==> src/rtl/seg_scan_pkg.sv <==
// Shared constants for the seven-segment scan capture block: glyph codes and
// active-high segment patterns ({g,f,e,d,c,b,a}) matching the display encoder.
package seg_scan_pkg;

  localparam int NUM_DIGITS = 8;

  localparam logic [3:0] GLYPH_N     = 4'hA;
  localparam logic [3:0] GLYPH_O     = 4'hB;
  localparam logic [3:0] GLYPH_BLANK = 4'hC;
  localparam logic [3:0] GLYPH_D     = 4'hD;
  localparam logic [3:0] GLYPH_E     = 4'hE;
  localparam logic [3:0] GLYPH_BAD   = 4'hF;

  localparam logic [6:0] SEG_0     = 7'b0111111;
  localparam logic [6:0] SEG_1     = 7'b0000110;
  localparam logic [6:0] SEG_2     = 7'b1011011;
  localparam logic [6:0] SEG_3     = 7'b1001111;
  localparam logic [6:0] SEG_4     = 7'b1100110;
  localparam logic [6:0] SEG_5     = 7'b1101101;
  localparam logic [6:0] SEG_6     = 7'b1111101;
  localparam logic [6:0] SEG_7     = 7'b0000111;
  localparam logic [6:0] SEG_8     = 7'b1111111;
  localparam logic [6:0] SEG_9     = 7'b1101111;
  localparam logic [6:0] SEG_N     = 7'b1010100;
  localparam logic [6:0] SEG_O     = 7'b1011100;
  localparam logic [6:0] SEG_BLANK = 7'b0000000;
  localparam logic [6:0] SEG_D     = 7'b1011110;
  localparam logic [6:0] SEG_E     = 7'b1111001;

endpackage

==> src/rtl/seg7_decode.sv <==
// Inverse of the segment encoder: active-low segment bus in, glyph code out.
// Patterns the encoder never produces map to GLYPH_BAD with invalid raised.
module seg7_decode
  import seg_scan_pkg::*;
(
  input  logic [6:0] seg,
  output logic [3:0] code,
  output logic       invalid
);

  logic [6:0] pattern;

  assign pattern = ~seg;

  always_comb begin
    code    = GLYPH_BAD;
    invalid = 1'b0;
    case (pattern)
      SEG_0:     code = 4'h0;
      SEG_1:     code = 4'h1;
      SEG_2:     code = 4'h2;
      SEG_3:     code = 4'h3;
      SEG_4:     code = 4'h4;
      SEG_5:     code = 4'h5;
      SEG_6:     code = 4'h6;
      SEG_7:     code = 4'h7;
      SEG_8:     code = 4'h8;
      SEG_9:     code = 4'h9;
      SEG_N:     code = GLYPH_N;
      SEG_O:     code = GLYPH_O;
      SEG_BLANK: code = GLYPH_BLANK;
      SEG_D:     code = GLYPH_D;
      SEG_E:     code = GLYPH_E;
      default:   invalid = 1'b1;
    endcase
  end

endmodule

==> src/rtl/seg_scan_capture.sv <==
// Watches a multiplexed anode/segment bus, samples each digit once it has been
// stable long enough, and publishes a complete 8-digit frame atomically.
module seg_scan_capture
  import seg_scan_pkg::*;
#(
  parameter int SETTLE_CYCLES = 4,
  parameter int SYNC_STAGES   = 2
) (
  input  logic        clk,
  input  logic        reset,
  input  logic [7:0]  an,
  input  logic [6:0]  seg,
  output logic [31:0] digits,
  output logic [7:0]  invalid_mask,
  output logic        frame_valid,
  output logic        an_err
);

  localparam logic [7:0]  SETTLE_MAX = 8'(SETTLE_CYCLES);
  localparam logic [31:0] ALL_BLANK  = {NUM_DIGITS{GLYPH_BLANK}};

  logic [7:0]  an_sync  [SYNC_STAGES];
  logic [6:0]  seg_sync [SYNC_STAGES];
  logic [7:0]  an_s, prev_an, an_low, sel_mask;
  logic [6:0]  seg_s, prev_seg;
  logic [7:0]  settle_cnt, cnt_next;
  logic        captured, changed, settled;
  logic        one_hot, multi_low, capture, complete;
  logic [2:0]  sel_idx;
  logic [3:0]  code;
  logic        code_bad;
  logic [31:0] shadow;
  logic [7:0]  seen, seen_next, bad_rec;

  // Idle bus is all-ones, so the synchronizer resets to that rather than zero.
  always_ff @(posedge clk) begin
    if (reset) begin
      for (int i = 0; i < SYNC_STAGES; i++) begin
        an_sync[i]  <= '1;
        seg_sync[i] <= '1;
      end
    end else begin
      an_sync[0]  <= an;
      seg_sync[0] <= seg;
      for (int i = 1; i < SYNC_STAGES; i++) begin
        an_sync[i]  <= an_sync[i-1];
        seg_sync[i] <= seg_sync[i-1];
      end
    end
  end

  assign an_s  = an_sync[SYNC_STAGES-1];
  assign seg_s = seg_sync[SYNC_STAGES-1];

  // cnt_next is the dwell age this cycle; a change restarts it at zero, which
  // lets SETTLE_CYCLES=1 fire on the very first cycle of a new value.
  always_comb begin
    changed = (an_s != prev_an) || (seg_s != prev_seg);
    if (changed)
      cnt_next = 8'd0;
    else if (settle_cnt == SETTLE_MAX)
      cnt_next = settle_cnt;
    else
      cnt_next = settle_cnt + 8'd1;
    settled = (cnt_next == SETTLE_MAX - 8'd1) && (changed || !captured);
  end

  assign an_low    = ~an_s;
  assign one_hot   = (an_low != 8'h00) && ((an_low & (an_low - 8'd1)) == 8'h00);
  assign multi_low = (an_low != 8'h00) && !one_hot;

  always_comb begin
    sel_idx = 3'd0;
    for (int i = 0; i < NUM_DIGITS; i++)
      if (an_low[i]) sel_idx = 3'(i);
  end

  assign capture   = settled && one_hot;
  assign sel_mask  = 8'h01 << sel_idx;
  assign seen_next = (complete ? 8'h00 : seen) | (capture ? sel_mask : 8'h00);

  seg7_decode u_decode (
    .seg     (seg_s),
    .code    (code),
    .invalid (code_bad)
  );

  // Publishing reads shadow before any same-cycle capture lands, so a digit
  // captured while a frame is being published belongs to the next frame.
  always_ff @(posedge clk) begin
    if (reset) begin
      prev_an      <= '1;
      prev_seg     <= '1;
      settle_cnt   <= 8'd0;
      captured     <= 1'b0;
      shadow       <= ALL_BLANK;
      bad_rec      <= 8'h00;
      seen         <= 8'h00;
      complete     <= 1'b0;
      digits       <= ALL_BLANK;
      invalid_mask <= 8'h00;
      frame_valid  <= 1'b0;
      an_err       <= 1'b0;
    end else begin
      prev_an     <= an_s;
      prev_seg    <= seg_s;
      settle_cnt  <= cnt_next;
      if (settled)
        captured <= 1'b1;
      else if (changed)
        captured <= 1'b0;
      frame_valid <= complete;
      an_err      <= settled && multi_low;
      if (complete) begin
        digits       <= shadow;
        invalid_mask <= bad_rec;
      end
      if (capture) begin
        shadow[{sel_idx, 2'b00} +: 4] <= code;
        bad_rec[sel_idx]              <= code_bad;
      end
      seen     <= seen_next;
      complete <= capture && (seen_next == 8'hFF);
    end
  end

endmodule

==> config.mk <==
export PLATFORM = sky130hd
export DESIGN_NAME = seg_scan_capture
export DESIGN_NICKNAME = d
export VERILOG_FILES = /design/src/rtl/seg_scan_pkg.sv /design/src/rtl/seg7_decode.sv /design/src/rtl/seg_scan_capture.sv
export SDC_FILE = /design/constraint.sdc
export NUM_CORES = 1
export LEC_CHECK = 0
export BUFFER_PORTS_ARGS = -buffer_cell sky130_fd_sc_hd__buf_4
export CORE_ASPECT_RATIO = 1.25
export CORE_MARGIN = 1.5
export CORE_UTILIZATION = 50
export DETAILED_ROUTE_END_ITERATION = 8
export PLACE_DENSITY = 0.78
export REMOVE_ABC_BUFFERS = 1
export SLEW_MARGIN = 20
export SYNTH_ARGS = -nofsm -noshare
export SYNTH_HDL_FRONTEND = slang
export SYNTH_SLANG_ARGS = --single-unit
==> constraint.sdc <==
create_clock -name clk -period 2.7 [get_ports clk]
set_clock_uncertainty 0.2 [all_clocks]
set_input_delay 0.27 -clock clk [delete_from_list [all_inputs] [get_ports clk]]
set_output_delay 0.27 -clock clk [all_outputs]
set_load 0.01 [all_outputs]
# [Yosys cells after proc, flatten, opt, wreduce, memory -nomap -nowiden]
# Memory sizes are Yosys's and may differ from the RTL's.
# Cells that the tools add are included.
[word_totals] n_memories=2 register_bits=115 output_inout_bits=42 in_bits=17 wordCells=91 ram_bits=30
[mem_list] name="an_sync" depth=2 width=8 read_ports=2 rd_clocked_by_memory_dff=0 write_ports=2 line_no="seg_scan_capture.sv:22" text="logic [7:0] an_sync [SYNC_STAGES];"
[mem_list] name="seg_sync" depth=2 width=7 read_ports=2 rd_clocked_by_memory_dff=0 write_ports=2 line_no="seg_scan_capture.sv:23" text="logic [6:0] seg_sync [SYNC_STAGES];"
[op_classes] bitwise_logic=8 n_lt_le_gt_ge=2 n_addsub=3 n_mux=26 shifts=3 n_reduce_logical=16 eq_ne=19
[ops] operator="$eq A7 B7 Y1 const B" n=11
[ops] operator="$pmux W4 S15" n=1
[ops] operator="$mux W8" n=6
[ops] operator="$bwmux W32" n=1
[ops] operator="$shift A4 B7 Y32 const A" n=1
[ops] operator="$shiftx A4 B7 Y32" n=1
[ops] operator="$mux W3" n=6
[ops] operator="$reduce_or A15 Y1" n=1
[ops] operator="$eq A7 B3 Y1 const B" n=2
[ops] operator="$mux W7" n=2
[ops] operator="$add A8 B1 Y8 const B" n=1
[ops] operator="$and A8 B8 Y8" n=1
[ops] operator="$bwmux W8" n=1
[ops] operator="$eq A8 B2 Y1 const B" n=1
[ops] operator="$eq A8 B3 Y1 const B" n=1
[ops] operator="$eq A8 B8 Y1 const B" n=1
[ops] operator="$logic_not A8 Y1" n=1
[ops] operator="$mux W1" n=8
[ops] operator="$ne A8 B8 Y1" n=1
[ops] operator="$not A8 Y8" n=1
[ops] operator="$or A8 B8 Y8" n=1
[ops] operator="$reduce_bool A8 Y1" n=1
[ops] operator="$shl A1 B3 Y8 const A" n=1
[ops] operator="$sub A8 B1 Y8 const B" n=1
[ops] operator="other kinds (13)" n=24

# [Depth between registers and ports, before layout]
# An unclocked memory read counts as a cell.
[logic_depth] ltp_word=14 ltp_mapped=12 ltp_nobuf=11

# [Hierarchy]
# From an unflattened synthesis, not the netlist that was laid out.
[hier_totals] cells_unflattened=616 hier_area_um2=6109.6
[modules_own_cells] mod="seg_scan_capture" n_inst=1 cells_per_inst=563 area_each_um2=5681.7
[modules_own_cells] mod="seg7_decode" n_inst=1 cells_per_inst=53 area_each_um2=427.9

# [Worst setup path after synthesis]
# No wires, ideal clock.
[synth_path] kind="register -> register" start="memory an_sync[1][6], in the netlist an_sync[0][14]" end="register shadow[2]" t_arrival_ns=2.239 setup_slack_ns=0.141 required_ns=2.380 stages_incl_launch_ff=13 n_path_buf=2 period_less_slack_ns=2.559 path_cell_list="dfxtp_1 buf_2 inv_1 o21ai_0 a31oi_1 ha_1 ha_1 nand3_1 nor4_1 and4_1 buf_2 nor2b_1 a211o_1"
[synth_lines] element="from (decl)" line_no="seg_scan_capture.sv:22"
[synth_lines] element="to (signal, indexed assignment)" line_no="seg_scan_capture.sv:119" text="shadow[{sel_idx, 2'b00} +: 4] <= code;"
[synth_lines] element="to (decl)" line_no="seg_scan_capture.sv:32" text="logic [31:0] shadow;"

# [Worst setup path in the final report]
[layout_path] start="register settle_cnt[0]" end="register shadow[29]"
[layout_via] elab_chain_len=6 elab_cells_between_ends=7 classes_between="1 x add/sub; 2 x eq/ne; 2 x mux; 2 x reduce/logical"
[layout_rtl] element="from (decl)" line_no="seg_scan_capture.sv:26" text="logic [7:0] settle_cnt, cnt_next;"
[layout_rtl] element="from (signal assigned)" line_no="seg_scan_capture.sv:107" text="settle_cnt <= cnt_next;"
[layout_rtl] element="$add A8 B1 Y8 or $eq A8 B3 Y1 (tied branches)" line_no="seg_scan_capture.sv:64, seg_scan_capture.sv:61"
[layout_rtl] element="$mux W8 (*)" line_no="seg_scan_capture.sv:61" text="else if (settle_cnt == SETTLE_MAX)"
[layout_rtl] element="$mux W8 (*)" line_no="seg_scan_capture.sv:59" text="if (changed)"
[layout_rtl] element="$eq A8 B2 Y1 (*)" line_no="seg_scan_capture.sv:65" text="settled = (cnt_next == SETTLE_MAX - 8'd1) && (changed || !captured);"
[layout_rtl] element="$logic_and A1 B1 Y1 (*)" line_no="seg_scan_capture.sv:65"
[layout_rtl] element="$logic_and A1 B1 Y1 (*)" line_no="seg_scan_capture.sv:78" text="assign capture = settled && one_hot;"
# Mark *: on every way between the ends. The rest lies on a longest branch, timed or not.
# A chain may end at the register's enable or synchronous reset.

==> impl_metrics.ini <==
[critical_path]
critPathKind = register to register
cp_data_arrival_time_ps = 2730
reg2reg_from = settle_cnt[0]
rrSetupSlack_ps = 120
reg2reg_to = shadow[29]
worstPathRequired_ps = 2850
cp-end-kind = register
worstRegToRegCells = 9
worstPathMaxFanout = 7
start_kind = register

[logic_synthesis]
syn_area_mm2 = 0.006155
synth_edf_count = 0
synthFlopType = dfxtp_1
avgSynthCellArea_um2 = 9.692
synth-seq-area-share_pct = 47.16
ys_seq_elements = 145
netlist_instances = 635
synth.distinct_cells = 59
synth-async-reset-ratio_pct = 0
yosysWarnings = 0

[clock_tree]
cts_tree = yes
clkSlewWorstSetupHoldPaths_ps = 60
clkLatencyLatePin_ps = 420
clock_sinks = 145
h-tree-depth = 4
cts-root-buf = clkbuf_16
clk_path_buf_depth = 2
cts_made_buffers = 17

[floorplan]
core_mm2 = 0.01205
pin_count = 59
initial_core_util_pct = 51.08
row_count = 45
dieWidth_um = 102.2
die_area_mm2 = 0.01299
die-height_um = 127.0

[detailed_routing]
firstDrtPassIters = 5
vias_per_cell = 5.375
wire_per_inst_um = 15.16
drc = 0
ant_nets = 0
drtIter0Drc = 248
route.vias.total = 4762
routed_wl_mm = 13.43

[sta]
setup-violations-final = 0
post-route-min-period_ps = 2580
final.setup.tns_ps = 0
maxSlewHeadroom_pct = 53.26
hold_viol = 0
final_max_slew_viol_count = 0
worstMarginPinSlew_ps = 692.0
fmax_mhz = 387.6
setup_ws_ps = 120.3
finalCritPeriodShare_pct = 95.54

[power]
p_leak_nw = 2.962
total_power_mw = 4.830
peakVddDrop_mv = 0.4392
power.density_mw_per_mm2 = 634.8

[min_path]
hold_start = reset
worstHoldEndpoint = shadow[1]
hold_path_class = primary input to register
whs_path_depth = 2

[global_route]
grt_first_pass_wirelength_mm = 21.89
track_usage_pct = 21.57
overflow = 0
grt_max_degree = 69
grt_pass1_vias = 4604
antenna_found_initial = 0

[placement]
gp_congestion = 0.8923
port_buffers = 58
placed_cells = 837
pre_cts_ws_ps = -8.845
dpl-instance-area_mm2 = 0.006790
place_hpwl_mm = 8.864

[cells_and_area]
num_antenna_cells = 0
final_cell_mix = dfxtp_1 (138), buf_4 (85), nor2_1 (66), mux2i_1 (61), or2_2 (46)
final_common_cell = dfxtp_1
syn2layout_area_growth_pct = 23.62
nets = 734
drive_above_1_share_pct = 27.01
nFillCells = 985
layout.cells.non_filler = 886
final_area_mm2 = 0.007609

[status]
status = finished, final reports clean

[job]
max_cap_viol_count = 0
-- sequential cells by signal, summed over array words and instances, names as in the netlist, 7 cells and up --
register,count
digits,32
shadow,32
an_sync,16
seg_sync,14
bad_rec,8
invalid_mask,8
prev_an,8
seen,8
settle_cnt,8
prev_seg,7
-- critical path, stage by stage (launching register included) --
cell,delay (ps)
dfxtp_1,310
buf_4,160
inv_1,60
ha_1,200
nor4bb_4,350
nand3_1,150
o211ai_1,170
and4_4,300
and3_1,330
mux2i_1,250
-- cells by family after synthesis --
logic type,count (synthesis),synth area share [%]
simple gates,267,25.03
flops,145,47.16
compound gates,71,8.579
mux,61,9.921
buf+inv,59,4.269
xor+xnor,24,3.415
fa+ha+maj,8,1.626
-- per-layer routing --
layer	track usage, %	wire (µm)
met1	24.76	5632
met2	37.01	7009
met3	5.744	431
met4	9.911	354
met5	0	0
-- Yosys cell counts, drive strengths merged, types with 2 or more instances --
cell type  instances  share of area, %
and2               3              0.30
nand2             16               1.1
mux2i             61               9.9
o2111ai            2              0.28
nor2b             23               2.3
nand3             17               1.6
nand3b             6              0.73
o22ai              4              0.41
nand2b            31               3.2
o31ai              2              0.41
nor2              66               4.0
dfxtp            145                47
xnor2             15               2.1
o32ai              3              0.43
nand4             16               2.0
nor3               8              0.65
and4               4              0.57
a21oi             13               1.1
or3                2              0.20
a211o             19               2.7
clkbuf            24               1.5
inv               12              0.73
or4                2              0.24
o21ai             10              0.81
o211ai             3              0.37
buf               22               2.0
nor3b              2              0.33
a31oi              5              0.61
a2111oi            2              0.28
and3               8              0.81
xor2               9               1.3
ha                 8               1.6
or2               46               4.7
nor4               7              0.71
or3b               3              0.43
-- report_power, final --
group | internal (mW) | total, mW | leakage [nW] | switching (mW)
clock | 1.29 | 2.28 | 0.272 | 0.982
combinational | 0.161 | 0.363 | 1.51 | 0.201
sequential | 2.17 | 2.19 | 1.18 | 0.0237
-- final cells by class --
cell class / instances / area (µm²) / share of cell area [%]
Clock buffer: 17 / 425.4 / 5.591
Clock inverter: 15 / 148.9 / 1.957
Inverter: 13 / 48.80 / 0.6413
Multi-Input combinational cell: 431 / 3060 / 40.22
Sequential cell: 145 / 2912 / 38.27
Tap cell: 164 / 205.2 / 2.697
Timing Repair Buffer: 101 / 808.3 / 10.62
-- how the worst max path moves through the flow --
stage | depth (start not counted) | from | to | slack [ps]
2_1_floorplan | 7 | settle_cnt[0] | shadow[17] | -120
3_3_place_gp | 10 | an_sync[0][15] | shadow[2] | 90
3_5_place_dp | 10 | settle_cnt[0] | shadow[4] | -9
4_1_cts | 8 | settle_cnt[0] | shadow[4] | 9
5_1_grt | 9 | settle_cnt[0] | shadow[29] | -40
6_report | 9 | settle_cnt[0] | shadow[29] | 120
-- through the flow --
stage	util (%)	hold WS [ps]
final	63.15	119.1
after floorplan	-	139.1
after CTS	62.42	114.1
after global routing	63.15	155.5
after detailed placement	56.36	192.8
after global placement	56.36	192.6
-- repair_timing --
action / in CTS / in global routing
pin swaps: 0 / 3
setup endpoints to repair: 13 / 41
hold buffers: 15 / 0
setup buffers: 0 / 2
endpoints found under the hold margin: 15 / 0
gates resized for setup: 1 / 22
Note: power is estimated with default switching activity, not from simulation.
